==> src/rtl/fb_sup_pkg.sv <==
// fb_sup_pkg: shared state, mode and trip-cause codes for the feedback loop supervisor
package fb_sup_pkg;
  localparam int CNT_W_DEF  = 8;
  localparam int PCNT_W_DEF = 16;
  typedef enum logic [2:0] {
    S_IDLE    = 3'd0,
    S_ARMED   = 3'd1,
    S_ACTIVE  = 3'd2,
    S_POST    = 3'd3,
    S_TRIPPED = 3'd4
  } state_e;
  typedef enum logic [1:0] {
    M_OFF    = 2'b00,
    M_FB     = 2'b01,
    M_CDAC   = 2'b10,
    M_FB_ALT = 2'b11
  } mode_e;
  localparam logic [1:0] TC_NONE    = 2'b00;
  localparam logic [1:0] TC_OFLOW   = 2'b01;
  localparam logic [1:0] TC_TIMEOUT = 2'b10;
  localparam logic [1:0] TC_BOTH    = 2'b11;
endpackage

==> src/rtl/fb_sat_counter.sv <==
// fb_sat_counter: saturating up-counter with synchronous clear
//   clk, rst : clock, asynchronous active-high reset
//   clr_i    : clear to zero (wins over increment)
//   inc_i    : increment by one unless saturated
//   cnt_o    : current count
//   sat_o    : count is all-ones
module fb_sat_counter #(
  parameter int W = 8
) (
  input  logic         clk,
  input  logic         rst,
  input  logic         clr_i,
  input  logic         inc_i,
  output logic [W-1:0] cnt_o,
  output logic         sat_o
);
  logic [W-1:0] cnt_q;
  assign cnt_o = cnt_q;
  assign sat_o = &cnt_q;
  always_ff @(posedge clk or posedge rst) begin
    if (rst) cnt_q <= '0;
    else if (clr_i) cnt_q <= '0;
    else if (inc_i && !sat_o) cnt_q <= cnt_q + 1'b1;
  end
endmodule

==> src/rtl/fb_loop_supervisor.sv <==
// fb_loop_supervisor: per-pulse arm/gate/trip sequencer for the bunch-by-bunch feedback datapath
//   store_strb, oflow           : beam gate and datapath overflow flag
//   arm, disarm, clear_trip     : single-cycle control requests
//   continuous, mode, trip_limit: re-arm policy, output mode, per-pulse overflow limit
//   fb_en_b, const_dac_en_b     : datapath enables, high only in ACTIVE
//   state, tripped, trip_cause  : status
//   oflow_count, pulse_count, stat_valid : per-pulse statistics with update strobe
module fb_loop_supervisor
  import fb_sup_pkg::*;
#(
  parameter int CNT_W        = CNT_W_DEF,
  parameter int PCNT_W       = PCNT_W_DEF,
  parameter int GATE_TIMEOUT = 4095
) (
  input  logic              clk,
  input  logic              rst,
  input  logic              store_strb,
  input  logic              oflow,
  input  logic              arm,
  input  logic              disarm,
  input  logic              clear_trip,
  input  logic              continuous,
  input  logic [1:0]        mode,
  input  logic [CNT_W-1:0]  trip_limit,
  output logic              fb_en_b,
  output logic              const_dac_en_b,
  output logic [2:0]        state,
  output logic              tripped,
  output logic [1:0]        trip_cause,
  output logic [CNT_W-1:0]  oflow_count,
  output logic [PCNT_W-1:0] pulse_count,
  output logic              stat_valid
);
  localparam int GW = $clog2(GATE_TIMEOUT + 1);
  state_e              state_q, state_d;
  logic [1:0]          mode_q, mode_d;
  logic                strb_q;
  logic                fb_q, fb_d, cd_q, cd_d, trip_q, trip_d, sv_q, sv_d;
  logic [1:0]          cause_q, cause_d;
  logic [CNT_W-1:0]    ocnt_q, ocnt_d;
  logic [PCNT_W-1:0]   pcnt_q, pcnt_d;
  logic [CNT_W-1:0]    run_cnt, run_nx;
  logic                run_sat;
  logic [GW-1:0]       gate_cnt;
  logic [CNT_W:0]      run_sum;
  logic                act, rise, enter_act, oflow_trip, tmo_trip;
  assign act       = state_q == S_ACTIVE;
  assign rise      = store_strb && !strb_q;
  assign enter_act = state_q == S_ARMED && rise && !disarm;
  fb_sat_counter #(.W(CNT_W)) u_run (
    .clk(clk), .rst(rst), .clr_i(enter_act), .inc_i(act && oflow),
    .cnt_o(run_cnt), .sat_o(run_sat)
  );
  fb_sat_counter #(.W(GW)) u_gate (
    .clk(clk), .rst(rst), .clr_i(enter_act), .inc_i(act),
    .cnt_o(gate_cnt), .sat_o()
  );
  // Unsaturated sum for the limit compare; saturated value for what gets reported.
  assign run_sum    = {1'b0, run_cnt} + (CNT_W+1)'(oflow);
  assign run_nx     = run_sat ? run_cnt : run_cnt + CNT_W'(oflow);
  assign oflow_trip = act && trip_limit != '0 && run_sum >= {1'b0, trip_limit};
  assign tmo_trip   = act && gate_cnt == GW'(GATE_TIMEOUT - 1);
  always_comb begin
    state_d = state_q;
    mode_d  = mode_q;
    cause_d = cause_q;
    ocnt_d  = ocnt_q;
    pcnt_d  = pcnt_q;
    sv_d    = 1'b0;
    case (state_q)
      S_IDLE: if (arm && !disarm) begin
        state_d = S_ARMED;
        mode_d  = mode;
      end
      S_ARMED: state_d = disarm ? S_IDLE : rise ? S_ACTIVE : S_ARMED;
      S_ACTIVE: begin
        if (oflow_trip || tmo_trip) begin
          state_d = S_TRIPPED;
          cause_d = {tmo_trip, oflow_trip};
          ocnt_d  = run_nx;
          sv_d    = 1'b1;
        end else if (disarm) begin
          state_d = S_IDLE;
        end else if (!store_strb) begin
          state_d = S_POST;
          ocnt_d  = run_nx;
          pcnt_d  = pcnt_q + 1'b1;
          sv_d    = 1'b1;
        end
      end
      S_POST: begin
        state_d = continuous ? S_ARMED : S_IDLE;
        mode_d  = continuous ? mode : mode_q;
      end
      S_TRIPPED: if (clear_trip) begin
        state_d = S_IDLE;
        cause_d = TC_NONE;
      end
      default: state_d = S_IDLE;
    endcase
    // Enables follow the next state so they are registered yet aligned with ACTIVE.
    fb_d   = state_d == S_ACTIVE && mode_d[0];
    cd_d   = state_d == S_ACTIVE && mode_d == M_CDAC;
    trip_d = state_d == S_TRIPPED;
  end
  always_ff @(posedge clk or posedge rst) begin
    if (rst) begin
      state_q <= S_IDLE;
      mode_q  <= M_OFF;
      strb_q  <= 1'b0;
      fb_q    <= 1'b0;
      cd_q    <= 1'b0;
      trip_q  <= 1'b0;
      sv_q    <= 1'b0;
      cause_q <= TC_NONE;
      ocnt_q  <= '0;
      pcnt_q  <= '0;
    end else begin
      state_q <= state_d;
      mode_q  <= mode_d;
      strb_q  <= store_strb;
      fb_q    <= fb_d;
      cd_q    <= cd_d;
      trip_q  <= trip_d;
      sv_q    <= sv_d;
      cause_q <= cause_d;
      ocnt_q  <= ocnt_d;
      pcnt_q  <= pcnt_d;
    end
  end
  assign fb_en_b        = fb_q;
  assign const_dac_en_b = cd_q;
  assign state          = state_q;
  assign tripped        = trip_q;
  assign trip_cause     = cause_q;
  assign oflow_count    = ocnt_q;
  assign pulse_count    = pcnt_q;
  assign stat_valid     = sv_q;
endmodule

==> config.mk <==
export PLATFORM = sky130hd
export DESIGN_NAME = fb_loop_supervisor
export DESIGN_NICKNAME = d
export VERILOG_FILES = /design/src/rtl/fb_sup_pkg.sv /design/src/rtl/fb_sat_counter.sv /design/src/rtl/fb_loop_supervisor.sv
export SDC_FILE = /design/constraint.sdc
export NUM_CORES = 1
export LEC_CHECK = 0
export ABC_AREA = 1
export BUFFER_PORTS_ARGS = -buffer_cell sky130_fd_sc_hd__buf_2
export CAP_MARGIN = 10
export CORE_UTILIZATION = 60
export CTS_BUF_LIST = sky130_fd_sc_hd__clkbuf_4 sky130_fd_sc_hd__clkbuf_8
export DETAILED_ROUTE_END_ITERATION = 8
export PLACE_DENSITY = 0.83
export SLEW_MARGIN = 10
export SYNTH_ARGS = -nofsm -noshare
export SYNTH_HDL_FRONTEND = slang
export SYNTH_HIERARCHICAL = 1
export SYNTH_SLANG_ARGS = --single-unit
export TNS_END_PERCENT = 100
==> constraint.sdc <==
create_clock -name clk -period 3.55 [get_ports clk]
set_input_delay 0.355 -clock clk [delete_from_list [all_inputs] [get_ports clk]]
set_output_delay 0.355 -clock clk [all_outputs]
set_load 0.005 [all_outputs]
==> results.md <==
- Worst-Margin Slew: around 490 ps
- Clk_lat worst skew: just over 300 ps
- Sw frac: 0.384
- Cell-internal power: 1350 µW
- LEAKAGE: 0.00213 µW
- # diodes: 0
- Site Rows: 27
- Starting Density: 0.636
- Crit path DAT: ~3100 ps
- Die area: between 6000 and 7000 µm²
- I/O pins: a little over 50
- Root Driver: clkbuf_8
- Pin count of the biggest net entering global routing: 37
- NetSw: 843 µW
- Pre-Repair DR Iteration Count: 7
- Final wirelength: slightly below 8 mm
- Critical path capture point type: register
- Core ar.: 5610 µm²
- Fin crit period: 2860 ps
- Remaining DRCs: 0
- Clock Tree Buf Depth: 2
- Vias: around 3,300
- Slew HR: 0.673
- Die width: 79.1 µm
- DR iter-0 viols: 182
- IR drop worst, VDD: 0.000316 V
- Die H: 79.1 µm
- Layout cells sized above 1: 0.166
- Final nets: 567
- Fin util: 0.715
- Slowest cell on crit path: dfrtp_1
- Final setup TNS: 0 ps
- Syn. warnings: 6
- Largest delay share family, worst path: simple AND/OR/NAND/NOR gates
- Routed wire length per instance: 13.0 µm
- Final GP Congestion: 0.935
- Worst-path clk slew: 100 ps
- Reg area: 1400 µm²
- Hold Crit Class: input pin to register
- Fillers: around 470
- Post-Place Cells: 599
- Finished Cell Area: 4010 µm²
- Post-CTS Setup Inserts: 0
- Via/cell ratio: 5.39
- Initial antenna violation count: 0
- Number of routed nets with antenna violations: 0
- CTS tree: done
- Max-Cap Viols: 0
- Post-Synthesis Net Count: 511
- RSZ-0062 raised after global routing: false
- Setup CP Type: register to register
- Area Overhead vs Synth: 12.5%
- Cell Chain, Critical Path: ha_1 -> ha_1 -> nand3_1 -> xor2_1 -> inv_1 -> ha_1 -> a21oi_1 -> nand3_1 -> nand2_1 -> nand2_1 -> nand2_1 -> nand2_1 -> nand2_1 -> nand2_1 -> inv_2 -> nand2_2 -> nand2_1 -> nand2_1
- Dpl cell area: 3890 µm²
- Setup Viol. Count Final: 0
- Number of buffers and inverters on the critical path: 2
- GR Util All Layers: 0.275
- P per Cell Area: between 500 and 600 nW/µm²
- CTS Buf Count: 5
- Gate Count Post-Synth: 479
- Avg Cell Area, Syn: approximately 7.4 µm²
- Mapped Area: 3560 µm²
- Combinational fraction of design power: 0.337
- Hold Violations, Final: 0
- Post-DP HPWL: between 6 and 7 mm
- CTS H-tree lvls: 2
- Worst Skew: 11.2 ps
- Most common cell type on the critical path: nand2_1
- Status: finished clean
- Fmax: 349 MHz
- Clock network fraction of total power: 0.191
- Seq pwr share: 0.472
- Number of I/O port buffers: 50
- Tcrit/Tclk final: 0.807
- CP startpoint kind: register
- Total congestion overflow: 0
- Layout Cells excl Fill: between 600 and 700
- Number of global-route vias before repair: roughly 3,100
- Max incr delay on CP: around 450 ps
- Clock sink count: 56
- Required time of the critical path: 3750 ps
- Max-slew violation count: 0
- Worst Path Max Fanout: 11
- Area of the multi-input gates: between 1500 and 2000 µm²
- First-pass GRT wire length: 13.6 mm
-- power by group through the flow --
stage,Sequential (µW),Clock [µW],Combinational [µW]
CTS,1030,425,742
floorplan,1010,0,482
global placement,1030,0,700
finish,1040,421,741
detailed placement,1050,0,738
global route,1070,446,860
-- layout make-up --
cell class	count	area share
tap	72	0.0225
multi-input combinational	342	0.455
sequential	56	0.349
timing repair buffer	53	0.0686
clock buffer	5	0.0172
inverter	77	0.0764
clock inverter	3	0.0106
-- sequential cells by signal, summed over array words and instances (netlist names), 2 cells and up --
register,flops
pulse_count,16
u_gate/cnt_o,12
oflow_count,8
u_run/cnt_o,8
state,3
mode_q,2
trip_cause,2
-- timing repair --
action | in CTS | in global routing
endpoints found under the setup margin | 0 | 0
hold buffers | 1 | 0
endpoints found under the hold margin | 8 | 0
resized for setup | 0 | 0
-- stage by stage --
step                      hold WS, ps  power (µW)  setup WS, ps
after floorplan                   171        1490          1080
after global placement            338        1730           806
after detailed placement          344        1780           692
after CTS                         162        2200           719
after global routing              168        2370           335
final                             166        2200           687
-- path summary, 6_finish.rpt --
check / cells after the start / endpoint / slack, ps / from
worst max register to register: 18 / oflow_count[4] / 690 / u_run/cnt_o[0]
worst min-delay path: 1 / strb_q / 170 / store_strb
worst min register to register: 2 / trip_cause[1] / 490 / trip_cause[1]
min in group asynchronous: 3 / u_run/cnt_o[5] / 530 / rst
worst max-delay path: 18 / oflow_count[4] / 690 / u_run/cnt_o[0]
max in group asynchronous: 4 / mode_q[1] / 2520 / rst
-- placed cells by master (no fill, tap or decap), types with 5 or more instances in the layout --
cell type / instances
xnor2_1: 5
o21ai_1: 16
buf_2: 50
o21ai_0: 12
ha_1: 14
clkbuf_8: 5
inv_2: 6
nor4_1: 5
inv_1: 67
dfrtp_1: 56
nand2_2: 5
a21oi_1: 11
nor2_1: 32
nor3_1: 10
nand3_1: 42
nand2_1: 143
xor2_1: 17
nor2_4: 5
nand4_1: 6
-- metal layers --
layer,global-route usage,share of wire
met3,0.0460,0.045
met5,0,0
met2,0.466,0.50
met4,0.116,0.019
met1,0.344,0.44
Power figures use the tool's default switching activity.
